### config.mk
export PLATFORM = sky130hd
export DESIGN_NAME = card_row_flat
export DESIGN_NICKNAME = d
export VERILOG_FILES = /design/src/rtl/card_pkg.sv /design/src/rtl/vga_if.sv /design/src/rtl/card_slide_ctrl.sv /design/src/rtl/card_row.sv /design/src/flat_wrapper.sv
export SDC_FILE = /design/constraint.sdc
export NUM_CORES = 1
export LEC_CHECK = 0
export ABC_AREA = 1
export CAP_MARGIN = 20
export CORE_MARGIN = 2
export CORE_UTILIZATION = 60
export DETAILED_ROUTE_END_ITERATION = 8
export PLACE_DENSITY = 0.88
export SYNTH_ARGS = -nofsm -noshare
export SYNTH_HDL_FRONTEND = slang
export SYNTH_SLANG_ARGS = --single-unit
export TNS_END_PERCENT = 100
### constraint.sdc
create_clock -name clk -period 11.5 [get_ports clk]
set_input_delay 1.725 -clock clk [delete_from_list [all_inputs] [get_ports clk]]
set_output_delay 1.725 -clock clk [all_outputs]
set_load 0.01 [all_outputs]
### src/rtl/card_pkg.sv
// card_pkg: shared card codes, sprite address widths, position type and helpers
package card_pkg;
  localparam int CARD_BACK_CODE = 52;
  localparam int CODE_W = 6;
  localparam int SPRITE_ADDR_W = 18;
  typedef logic [CODE_W-1:0] card_code_t;
  typedef logic signed [11:0] pos_t;
  typedef enum logic {IDLE, SLIDE} slide_state_t;
  // linear interpolation from a toward b by frame/2^log2, floor-rounded
  function automatic pos_t slide_pos(input pos_t a, input pos_t b, input int frame, input int log2);
    int d;
    d = (int'(b) - int'(a)) * frame;
    return pos_t'(int'(a) + (d >>> log2));
  endfunction
  // face-down slots and out-of-range codes both show the card back
  function automatic card_code_t draw_code(input card_code_t raw, input logic hidden);
    return (hidden || raw > card_code_t'(CARD_BACK_CODE)) ? card_code_t'(CARD_BACK_CODE) : raw;
  endfunction
endpackage

### src/rtl/vga_if.sv
// vga_if: timing and colour bundle passed between pixel pipeline stages
interface vga_if;
  logic [10:0] hcount;
  logic [10:0] vcount;
  logic hsync;
  logic vsync;
  logic hblnk;
  logic vblnk;
  logic [11:0] rgb;
  modport in (input hcount, vcount, hsync, vsync, hblnk, vblnk, rgb);
  modport out (output hcount, vcount, hsync, vsync, hblnk, vblnk, rgb);
endinterface

### src/rtl/card_slide_ctrl.sv
// card_slide_ctrl: per-frame shown-card count and deal-in slide animation
module card_slide_ctrl import card_pkg::*; #(
  parameter int NUM_SLOTS = 9,
  parameter int ROW_XPOS = 437,
  parameter int ROW_YPOS = 550,
  parameter int X_STEP = 30,
  parameter int DECK_XPOS = 900,
  parameter int DECK_YPOS = 300,
  parameter int SLIDE_LOG2 = 4
) (
  input logic clk,
  input logic rst,
  input logic tick,
  input logic [3:0] card_count,
  output logic [3:0] shown_count,
  output logic anim_busy,
  output pos_t anim_x,
  output pos_t anim_y
);
  localparam logic [SLIDE_LOG2-1:0] LAST = '1;
  slide_state_t state, state_nxt;
  logic [3:0] eff, shown_nxt;
  logic [SLIDE_LOG2-1:0] anim_frame, frame_nxt;
  pos_t x_nxt, y_nxt;
  assign anim_busy = state == SLIDE;
  // next state, count and frame; the slot being dealt is always shown_count
  always_comb begin
    eff = card_count > 4'(NUM_SLOTS) ? 4'(NUM_SLOTS) : card_count;
    state_nxt = state;
    shown_nxt = shown_count;
    frame_nxt = anim_frame;
    if (state == IDLE) begin
      if (eff > shown_count) begin
        state_nxt = SLIDE;
        frame_nxt = '0;
      end else if (eff < shown_count) shown_nxt = eff;
    end else if (eff <= shown_count) begin
      state_nxt = IDLE;
      shown_nxt = eff;
      frame_nxt = '0;
    end else if (anim_frame == LAST) begin
      state_nxt = IDLE;
      shown_nxt = shown_count + 4'd1;
      frame_nxt = '0;
    end else frame_nxt = anim_frame + 1'b1;
    x_nxt = slide_pos(pos_t'(DECK_XPOS), pos_t'(ROW_XPOS + int'(shown_nxt) * X_STEP), int'(frame_nxt), SLIDE_LOG2);
    y_nxt = slide_pos(pos_t'(DECK_YPOS), pos_t'(ROW_YPOS), int'(frame_nxt), SLIDE_LOG2);
  end
  // state and the sliding card position only move at the frame tick
  always_ff @(posedge clk) begin
    if (rst) begin
      state <= IDLE;
      shown_count <= '0;
      anim_frame <= '0;
      anim_x <= pos_t'(DECK_XPOS);
      anim_y <= pos_t'(DECK_YPOS);
    end else if (tick) begin
      state <= state_nxt;
      shown_count <= shown_nxt;
      anim_frame <= frame_nxt;
      anim_x <= x_nxt;
      anim_y <= y_nxt;
    end
  end
endmodule

### src/rtl/card_row.sv
// card_row: overlapping row of blackjack cards drawn into the vga pixel pipeline
module card_row import card_pkg::*; #(
  parameter int NUM_SLOTS = 9,
  parameter int ROW_XPOS = 437,
  parameter int ROW_YPOS = 550,
  parameter int X_STEP = 30,
  parameter int CARD_W = 48,
  parameter int CARD_H = 64,
  parameter int DECK_XPOS = 900,
  parameter int DECK_YPOS = 300,
  parameter int SLIDE_LOG2 = 4,
  parameter int HOLE_SLOT = 15,
  parameter logic [11:0] KEY_RGB = 12'h0F0
) (
  input logic clk,
  input logic rst,
  input logic [3:0] card_count,
  input logic [NUM_SLOTS*CODE_W-1:0] card_codes,
  input logic reveal,
  vga_if.in vga_in,
  vga_if.out vga_out,
  output logic [SPRITE_ADDR_W-1:0] rom_addr,
  input logic [11:0] rom_rgb,
  output logic anim_busy
);
  logic tick, hit, hit_d, live;
  logic [3:0] shown_count;
  pos_t anim_x, anim_y;
  int dx, dy;
  logic [SPRITE_ADDR_W-1:0] addr;
  logic [10:0] hcount_d, vcount_d;
  logic hsync_d, vsync_d, hblnk_d, vblnk_d;
  logic [11:0] rgb_d;
  assign tick = vga_in.hcount == '0 && vga_in.vcount == '0;
  card_slide_ctrl #(
    .NUM_SLOTS(NUM_SLOTS), .ROW_XPOS(ROW_XPOS), .ROW_YPOS(ROW_YPOS), .X_STEP(X_STEP),
    .DECK_XPOS(DECK_XPOS), .DECK_YPOS(DECK_YPOS), .SLIDE_LOG2(SLIDE_LOG2)
  ) u_ctrl (
    .clk(clk), .rst(rst), .tick(tick), .card_count(card_count), .shown_count(shown_count),
    .anim_busy(anim_busy), .anim_x(anim_x), .anim_y(anim_y)
  );
  // hit test scanning upward so the highest visible slot overrides lower ones
  always_comb begin
    hit = 1'b0;
    addr = rom_addr;
    live = 1'b0;
    dx = 0;
    dy = 0;
    for (int i = 0; i < NUM_SLOTS; i++) begin
      live = anim_busy && i == int'(shown_count);
      dx = int'(vga_in.hcount) - (live ? int'(anim_x) : ROW_XPOS + i * X_STEP);
      dy = int'(vga_in.vcount) - (live ? int'(anim_y) : ROW_YPOS);
      if ((live || i < int'(shown_count)) && !vga_in.hblnk && !vga_in.vblnk &&
          dx >= 0 && dx < CARD_W && dy >= 0 && dy < CARD_H) begin
        hit = 1'b1;
        addr = {draw_code(card_codes[i*CODE_W +: CODE_W], i == HOLE_SLOT && !reveal), dy[5:0], dx[5:0]};
      end
    end
  end
  // two-stage pipeline: address + timing delay, then sprite-over-background select
  always_ff @(posedge clk) begin
    if (rst) begin
      rom_addr <= '0;
      hit_d <= 1'b0;
      {hcount_d, vcount_d, hsync_d, vsync_d, hblnk_d, vblnk_d, rgb_d} <= '0;
      {vga_out.hcount, vga_out.vcount, vga_out.hsync, vga_out.vsync} <= '0;
      {vga_out.hblnk, vga_out.vblnk, vga_out.rgb} <= '0;
    end else begin
      rom_addr <= addr;
      hit_d <= hit;
      {hcount_d, vcount_d, hsync_d, vsync_d} <= {vga_in.hcount, vga_in.vcount, vga_in.hsync, vga_in.vsync};
      {hblnk_d, vblnk_d, rgb_d} <= {vga_in.hblnk, vga_in.vblnk, vga_in.rgb};
      {vga_out.hcount, vga_out.vcount, vga_out.hsync, vga_out.vsync} <= {hcount_d, vcount_d, hsync_d, vsync_d};
      {vga_out.hblnk, vga_out.vblnk} <= {hblnk_d, vblnk_d};
      vga_out.rgb <= (hit_d && rom_rgb != KEY_RGB) ? rom_rgb : rgb_d;
    end
  end
endmodule
### src/flat_wrapper.sv
// flat-port wrapper written by rule: the top's interface ports become plain ports
module card_row_flat import card_pkg::*;
#(
  parameter int NUM_SLOTS = 9,
  parameter int ROW_XPOS = 437,
  parameter int ROW_YPOS = 550,
  parameter int X_STEP = 30,
  parameter int CARD_W = 48,
  parameter int CARD_H = 64,
  parameter int DECK_XPOS = 900,
  parameter int DECK_YPOS = 300,
  parameter int SLIDE_LOG2 = 4,
  parameter int HOLE_SLOT = 15,
  parameter logic [11:0] KEY_RGB = 12'h0F0
)
  (clk, rst, card_count, card_codes, reveal, rom_addr, rom_rgb, anim_busy, vga_in_hcount, vga_in_vcount, vga_in_hsync, vga_in_vsync, vga_in_hblnk, vga_in_vblnk, vga_in_rgb, vga_out_hcount, vga_out_vcount, vga_out_hsync, vga_out_vsync, vga_out_hblnk, vga_out_vblnk, vga_out_rgb);
  vga_if vga_in_i ();
  vga_if vga_out_i ();
  input logic clk;
  input logic rst;
  input logic [3:0] card_count;
  input logic [NUM_SLOTS*CODE_W-1:0] card_codes;
  input logic reveal;
  output logic [SPRITE_ADDR_W-1:0] rom_addr;
  input logic [11:0] rom_rgb;
  output logic anim_busy;
  input wire logic [$bits(vga_in_i.hcount)-1:0] vga_in_hcount;
  input wire logic [$bits(vga_in_i.vcount)-1:0] vga_in_vcount;
  input wire logic [$bits(vga_in_i.hsync)-1:0] vga_in_hsync;
  input wire logic [$bits(vga_in_i.vsync)-1:0] vga_in_vsync;
  input wire logic [$bits(vga_in_i.hblnk)-1:0] vga_in_hblnk;
  input wire logic [$bits(vga_in_i.vblnk)-1:0] vga_in_vblnk;
  input wire logic [$bits(vga_in_i.rgb)-1:0] vga_in_rgb;
  output wire logic [$bits(vga_out_i.hcount)-1:0] vga_out_hcount;
  output wire logic [$bits(vga_out_i.vcount)-1:0] vga_out_vcount;
  output wire logic [$bits(vga_out_i.hsync)-1:0] vga_out_hsync;
  output wire logic [$bits(vga_out_i.vsync)-1:0] vga_out_vsync;
  output wire logic [$bits(vga_out_i.hblnk)-1:0] vga_out_hblnk;
  output wire logic [$bits(vga_out_i.vblnk)-1:0] vga_out_vblnk;
  output wire logic [$bits(vga_out_i.rgb)-1:0] vga_out_rgb;
  assign vga_in_i.hcount = vga_in_hcount;
  assign vga_in_i.vcount = vga_in_vcount;
  assign vga_in_i.hsync = vga_in_hsync;
  assign vga_in_i.vsync = vga_in_vsync;
  assign vga_in_i.hblnk = vga_in_hblnk;
  assign vga_in_i.vblnk = vga_in_vblnk;
  assign vga_in_i.rgb = vga_in_rgb;
  assign vga_out_hcount = vga_out_i.hcount;
  assign vga_out_vcount = vga_out_i.vcount;
  assign vga_out_hsync = vga_out_i.hsync;
  assign vga_out_vsync = vga_out_i.vsync;
  assign vga_out_hblnk = vga_out_i.hblnk;
  assign vga_out_vblnk = vga_out_i.vblnk;
  assign vga_out_rgb = vga_out_i.rgb;
  card_row #(.NUM_SLOTS(NUM_SLOTS), .ROW_XPOS(ROW_XPOS), .ROW_YPOS(ROW_YPOS), .X_STEP(X_STEP), .CARD_W(CARD_W), .CARD_H(CARD_H), .DECK_XPOS(DECK_XPOS), .DECK_YPOS(DECK_YPOS), .SLIDE_LOG2(SLIDE_LOG2), .HOLE_SLOT(HOLE_SLOT), .KEY_RGB(KEY_RGB)) u_core (.clk(clk), .rst(rst), .card_count(card_count), .card_codes(card_codes), .reveal(reveal), .vga_in(vga_in_i), .vga_out(vga_out_i), .rom_addr(rom_addr), .rom_rgb(rom_rgb), .anim_busy(anim_busy));
endmodule
==> flow_summary.html <==
<table>
<tr><th>Metric</th><th>Value</th></tr>
<tr><th colspan="2">Run status</th></tr>
<tr><td>Outcome</td><td>finished clean</td></tr>
<tr><th colspan="2">Floorplanning</th></tr>
<tr><td>Top-level I/O count</td><td>~170</td></tr>
<tr><td>Die Ht</td><td>approximately 200 µm</td></tr>
<tr><td>Initial standard-cell utilization of the core</td><td>about three fifths</td></tr>
<tr><td>Die Outline Area</td><td>about 38,000 µm²</td></tr>
<tr><td>Number of standard-cell rows in the floorplan</td><td>70</td></tr>
<tr><td>Placeable core region</td><td>about 36,000 µm²</td></tr>
<tr><td>Floorplan die width</td><td>195.4 µm</td></tr>
<tr><th colspan="2">Clock network</th></tr>
<tr><td># resized after CTS</td><td>0</td></tr>
<tr><td>Hold-fix buffers, CTS</td><td>0</td></tr>
<tr><td>Post-CTS Setup Inserts</td><td>0</td></tr>
<tr><td>CTS tree</td><td>built</td></tr>
<tr><td>H-Tree Level Count</td><td>4</td></tr>
<tr><td>Clk root buf</td><td>sky130_fd_sc_hd__clkbuf_16</td></tr>
<tr><td>Maximum clock insertion buffer count</td><td>2</td></tr>
<tr><td>Worst-skew pair later-pin latency</td><td>between 0.4 and 0.5 ns</td></tr>
<tr><td>Number of sinks on the clock net</td><td>between 100 and 150</td></tr>
<tr><td>Clk slew on worst S/H paths</td><td>0.06 ns</td></tr>
<tr><td>Number of buffers created by CTS</td><td>17</td></tr>
<tr><th colspan="2">Finish</th></tr>
<tr><td>Final net count</td><td>around 4,300</td></tr>
<tr><td>Number of filler cells placed in the layout</td><td>about 3,300</td></tr>
<tr><td>Area growth, synth to finish</td><td>12.29%</td></tr>
<tr><td>Layout cells sized above 1</td><td>3.845%</td></tr>
<tr><th colspan="2">Critical path</th></tr>
<tr><td>Critical Path Max Stage Delay</td><td>0.55 ns</td></tr>
<tr><td>Reg2reg end</td><td>u_core.u_ctrl.anim_x[10]$_SDFFE_PP0P_</td></tr>
<tr><td>Largest fanout on the critical path</td><td>11</td></tr>
<tr><td>Type of the worst setup path</td><td>in2reg</td></tr>
<tr><td>Critical path endpoint category</td><td>flop</td></tr>
<tr><td>Number of cells on the worst reg-to-reg path</td><td>39</td></tr>
<tr><td>Startpoint of the most critical register-to-register path</td><td>u_core.u_ctrl.shown_count[3]$_SDFFE_PP0P_</td></tr>
<tr><td>Most frequent cell on the critical path</td><td>sky130_fd_sc_hd__inv_1</td></tr>
<tr><td>Slack of the worst reg-to-reg path</td><td>2.66 ns</td></tr>
<tr><td>Setup crit start kind</td><td>input port</td></tr>
<tr><td>Max stage delay cell, worst path</td><td>sky130_fd_sc_hd__clkdlybuf4s50_1</td></tr>
<tr><td>Data arrival time of the worst path</td><td>~10 ns</td></tr>
<tr><td>Required time at the endpoint of the critical path</td><td>11.82 ns</td></tr>
<tr><th colspan="2">Timing</th></tr>
<tr><td>Final setup violation count</td><td>0</td></tr>
<tr><td>Max-slew violations</td><td>0</td></tr>
<tr><td>Aggregate negative setup slack</td><td>0 ns</td></tr>
<tr><td>Setup repair after global routing missed its margin</td><td>false</td></tr>
<tr><td>Final worst-path cycle share</td><td>between 80 and 90%</td></tr>
<tr><td>Worst hold-check slack</td><td>about 0.4 ns</td></tr>
<tr><td>Max Freq</td><td>0.1008 GHz</td></tr>
<tr><td>Post-route clock skew</td><td>around 0.018 ns</td></tr>
<tr><td>Number of failing hold endpoints at the final stage</td><td>0</td></tr>
<tr><td>Max-Slew Margin vs Limit</td><td>around a third</td></tr>
<tr><td>Least-Margin Pin Slew</td><td>a little over 1 ns</td></tr>
<tr><td>Post-layout minimum cycle time</td><td>between 9 and 10 ns</td></tr>
<tr><th colspan="2">Synthesis</th></tr>
<tr><td>Post-synth EDFFs</td><td>0</td></tr>
<tr><td>Synthesized area</td><td>21,980 µm²</td></tr>
<tr><td>Mean instance size in the synthesized netlist</td><td>5.972 µm²</td></tr>
<tr><td>Main synth FF type</td><td>sky130_fd_sc_hd__dfxtp_1</td></tr>
<tr><td>FFs w/ async S/R, synth</td><td>0%</td></tr>
<tr><td>Yosys top cell by area</td><td>sky130_fd_sc_hd__ha_1</td></tr>
<tr><td>Top cell type's share of synthesized area</td><td>17.53%</td></tr>
<tr><td>Synthesized Nets</td><td>about 4,200</td></tr>
<tr><td>Cells after Synth</td><td>3,680</td></tr>
<tr><td>Number of distinct standard cells referenced by the synthesized netlist</td><td>60</td></tr>
<tr><td>Sequential cell area fraction in the yosys report</td><td>a little under an eighth</td></tr>
<tr><td>Synth Register Bits</td><td>between 100 and 150</td></tr>
<tr><td>Yosys warns</td><td>0</td></tr>
<tr><td>Top cells by area, synth</td><td>sky130_fd_sc_hd__ha_1 (18%), sky130_fd_sc_hd__nand2_1 (16%), sky130_fd_sc_hd__dfxtp_1 (11%)</td></tr>
<tr><th colspan="2">Drt</th></tr>
<tr><td>Wire per inst</td><td>about 17 µm</td></tr>
<tr><td>Post-DR vias/cell</td><td>around 5.8</td></tr>
<tr><td>Total number of vias</td><td>~25,000</td></tr>
<tr><td>Initial drt markers</td><td>approximately 2,600</td></tr>
<tr><td>Number of detailed-routing iterations run before antenna repair</td><td>6</td></tr>
<tr><td># DRC</td><td>0</td></tr>
<tr><td>Drt total wl</td><td>approximately 75,000 µm</td></tr>
<tr><td>Antenna violation net count after detailed routing</td><td>0</td></tr>
<tr><th colspan="2">Power and ir drop</th></tr>
<tr><td>Worst vdd rail ir drop</td><td>0.1005 mV</td></tr>
<tr><td>Reported leakage power</td><td>approximately 13 nW</td></tr>
<tr><td>Power density normalized to cell area</td><td>about 64 nW/µm²</td></tr>
<tr><th colspan="2">Placement</th></tr>
<tr><td>Buffers on Ports</td><td>~170</td></tr>
<tr><td>Final HPWL DP</td><td>between 50,000 and 60,000 µm</td></tr>
<tr><td>Routability congestion estimate from global placement</td><td>a little over 1</td></tr>
<tr><th colspan="2">Min path</th></tr>
<tr><td>Type of the tightest min-delay check</td><td>reg2reg</td></tr>
<tr><td>Endpoint with the worst hold slack</td><td>u_core.vga_out.vcount[0]$_SDFF_PP0_</td></tr>
<tr><td>Startpoint of the most critical hold path</td><td>u_core.vcount_d[0]$_SDFF_PP0_</td></tr>
<tr><td>Number of stages on the worst hold path</td><td>2</td></tr>
<tr><th colspan="2">Global route</th></tr>
<tr><td>Via count of the first global-routing pass</td><td>between 20,000 and 25,000</td></tr>
<tr><td>Global-route wire length before repair</td><td>about 120,000 µm</td></tr>
<tr><td>Overflow left after global routing</td><td>0</td></tr>
<tr><td>Pin count of the biggest net entering global routing</td><td>50</td></tr>
<tr><td>Total global routing track utilization</td><td>about two fifths</td></tr>
<tr><td>Initial antenna violation count</td><td>1</td></tr>
<tr><th colspan="2">Run</th></tr>
<tr><td>Max-cap violations</td><td>0</td></tr>
</table>
## flip-flops by register name, indices dropped and copies added, names as in the netlist, 4 cells and up
signal and count:
u_core.u_ctrl.anim_x 12, u_core.vga_out.hcount 11, u_core.u_ctrl.anim_y 10, u_core.rgb_d 12, u_core.vga_out.vcount 11, u_core.vcount_d 11, u_core.rom_addr 18, u_core.u_ctrl.anim_frame 4
u_core.hcount_d 11, u_core.u_ctrl.shown_count 4, u_core.vga_out.rgb 12
## routing by layer
| metal | GRT usage [%] | vias up | wire length, µm |
|---|---|---|---|
| li1 | - | 12070 | - |
| met4 | 18.38 | 0 | 4016 |
| met2 | 60.44 | 1362 | 30970 |
| met1 | 50.65 | 11010 | 30250 |
| met3 | 7.962 | 257 | 9420 |
| met5 | 0 | - | 0 |
## worst max path at each step
stage / startpoint / end / slack, ns / cells past startpoint
2_1_floorplan: card_count[2] / u_core.u_ctrl.anim_x[10]$_SDFFE_PP0P_ / 2.55 / 43
3_3_place_gp: card_count[3] / u_core.u_ctrl.anim_x[10]$_SDFFE_PP0P_ / 1.34 / 42
3_5_place_dp: card_count[3] / u_core.u_ctrl.anim_x[10]$_SDFFE_PP0P_ / 1.16 / 42
4_1_cts: card_count[3] / u_core.u_ctrl.anim_x[10]$_SDFFE_PP0P_ / 1.60 / 42
5_1_grt: card_count[3] / u_core.u_ctrl.anim_x[10]$_SDFFE_PP0P_ / 0.73 / 42
6_report: card_count[3] / u_core.u_ctrl.anim_x[10]$_SDFFE_PP0P_ / 1.58 / 43
## power breakdown
group	leakage [nW]	total, mW	internal [mW]	switching [mW]
combinational	11.9	0.571	0.217	0.354
clock	0.297	0.567	0.346	0.220
sequential	1.03	0.452	0.449	0.00317
## Yosys cell counts, types with 3 or more instances
master / number
sky130_fd_sc_hd__nor4_1: 14
sky130_fd_sc_hd__buf_1: 13
sky130_fd_sc_hd__clkinv_1: 6
sky130_fd_sc_hd__o21bai_1: 18
sky130_fd_sc_hd__nand3b_1: 20
sky130_fd_sc_hd__nand2_2: 12
sky130_fd_sc_hd__a211oi_1: 5
sky130_fd_sc_hd__nand4_1: 81
sky130_fd_sc_hd__o31ai_1: 3
sky130_fd_sc_hd__nor2_2: 9
sky130_fd_sc_hd__and2_1: 3
sky130_fd_sc_hd__clkbuf_1: 45
sky130_fd_sc_hd__nor2_4: 5
sky130_fd_sc_hd__a31oi_1: 13
sky130_fd_sc_hd__o21a_1: 6
sky130_fd_sc_hd__or2_0: 3
sky130_fd_sc_hd__xor2_1: 92
sky130_fd_sc_hd__nor3b_1: 3
sky130_fd_sc_hd__xnor2_1: 46
sky130_fd_sc_hd__fa_1: 52
sky130_fd_sc_hd__ha_1: 308
sky130_fd_sc_hd__a21oi_2: 5
sky130_fd_sc_hd__nand3_2: 3
sky130_fd_sc_hd__o21ai_2: 4
sky130_fd_sc_hd__buf_2: 13
sky130_fd_sc_hd__dfxtp_1: 126
sky130_fd_sc_hd__o211ai_1: 17
sky130_fd_sc_hd__a21oi_1: 215
sky130_fd_sc_hd__nor2_1: 496
sky130_fd_sc_hd__o21ai_1: 15
sky130_fd_sc_hd__a21boi_0: 6
sky130_fd_sc_hd__inv_1: 574
sky130_fd_sc_hd__o21ai_0: 138
sky130_fd_sc_hd__or2_2: 25
sky130_fd_sc_hd__and3_1: 3
sky130_fd_sc_hd__inv_2: 15
sky130_fd_sc_hd__a21o_1: 13
sky130_fd_sc_hd__nor3_2: 3
sky130_fd_sc_hd__nand2_1: 958
sky130_fd_sc_hd__nor4b_1: 3
sky130_fd_sc_hd__nor3_1: 36
sky130_fd_sc_hd__nand3_1: 226
sky130_fd_sc_hd__nand2_4: 4
sky130_fd_sc_hd__a22oi_1: 5
## through the flow
stage	total power [mW]	std cells	setup slack (ns)	util [%]	area (µm²)
after CTS	1.578	4290	1.605	67.84	24660
after floorplan	0.8389	3680	2.546	-	21980
after global routing	1.673	4291	0.7263	67.88	24670
final	1.590	4293	1.581	67.90	24680
after global placement	1.004	4259	1.344	66.18	24050
after detailed placement	1.013	4259	1.164	66.18	24050
## cell usage in the layout (no fill, tap or decap), types with 9 or more instances in the layout
cell type                         instances
sky130_fd_sc_hd__buf_4                   22
sky130_fd_sc_hd__a31oi_1                 13
sky130_fd_sc_hd__ha_1                   308
sky130_fd_sc_hd__o21ai_0                138
sky130_fd_sc_hd__o21ai_1                 15
sky130_fd_sc_hd__xor2_1                  92
sky130_fd_sc_hd__clkbuf_16               17
sky130_fd_sc_hd__o211ai_1                17
sky130_fd_sc_hd__nor2_2                   9
sky130_fd_sc_hd__nand3_1                226
sky130_fd_sc_hd__nand2_1                958
sky130_fd_sc_hd__o21bai_1                18
sky130_fd_sc_hd__nor3_1                  36
sky130_fd_sc_hd__xnor2_1                 46
sky130_fd_sc_hd__nand2_2                 12
sky130_fd_sc_hd__nor4_1                  14
sky130_fd_sc_hd__inv_2                   15
sky130_fd_sc_hd__a21o_1                  13
sky130_fd_sc_hd__a21oi_1                215
sky130_fd_sc_hd__nor2_1                 496
sky130_fd_sc_hd__nand4_1                 81
sky130_fd_sc_hd__fa_1                    52
sky130_fd_sc_hd__nand3b_1                20
sky130_fd_sc_hd__clkdlybuf4s50_1        165
sky130_fd_sc_hd__or2_2                   25
sky130_fd_sc_hd__inv_1                  574
sky130_fd_sc_hd__dfxtp_1                126
## cells by family (layout without fill, tap and decap cells)
family | count (synthesis) | after routing | share of synthesized area [%]
other cells | 0 | 2 | 0
compound gates | 471 | 471 | 11.96
fa+ha+maj | 360 | 360 | 22.27
xor+xnor | 138 | 138 | 5.500
simple gates | 1913 | 1913 | 37.12
buf+inv | 672 | 815 | 11.67
flops | 126 | 126 | 11.48
## worst max-delay path, delay by kind of cell
| kind | cells | cell delay, ns |
|---|---|---|
| xor gates and xnor gates | 2 | 0.53 |
| AOI/OAI and AO/OA | 8 | 1.10 |
| buffers and inverters | 9 | 1.16 |
| adders and majority gates | 9 | 3.75 |
| and+or+nand+nor | 15 | 1.96 |
## final cells by class
type	count	area, µm²	area share, %
inverters	596	2240	9.075
repair buffers	188	1832	7.422
diodes	2	5.005	0.02028
multi-input cells	2882	16890	68.44
well taps	468	585.6	2.373
clock buffers	18	439.2	1.780
flip-flops and latches	126	2522	10.22
clock inverters	13	165.2	0.6692
No activity file was read; power rests on OpenSTA's default activity.
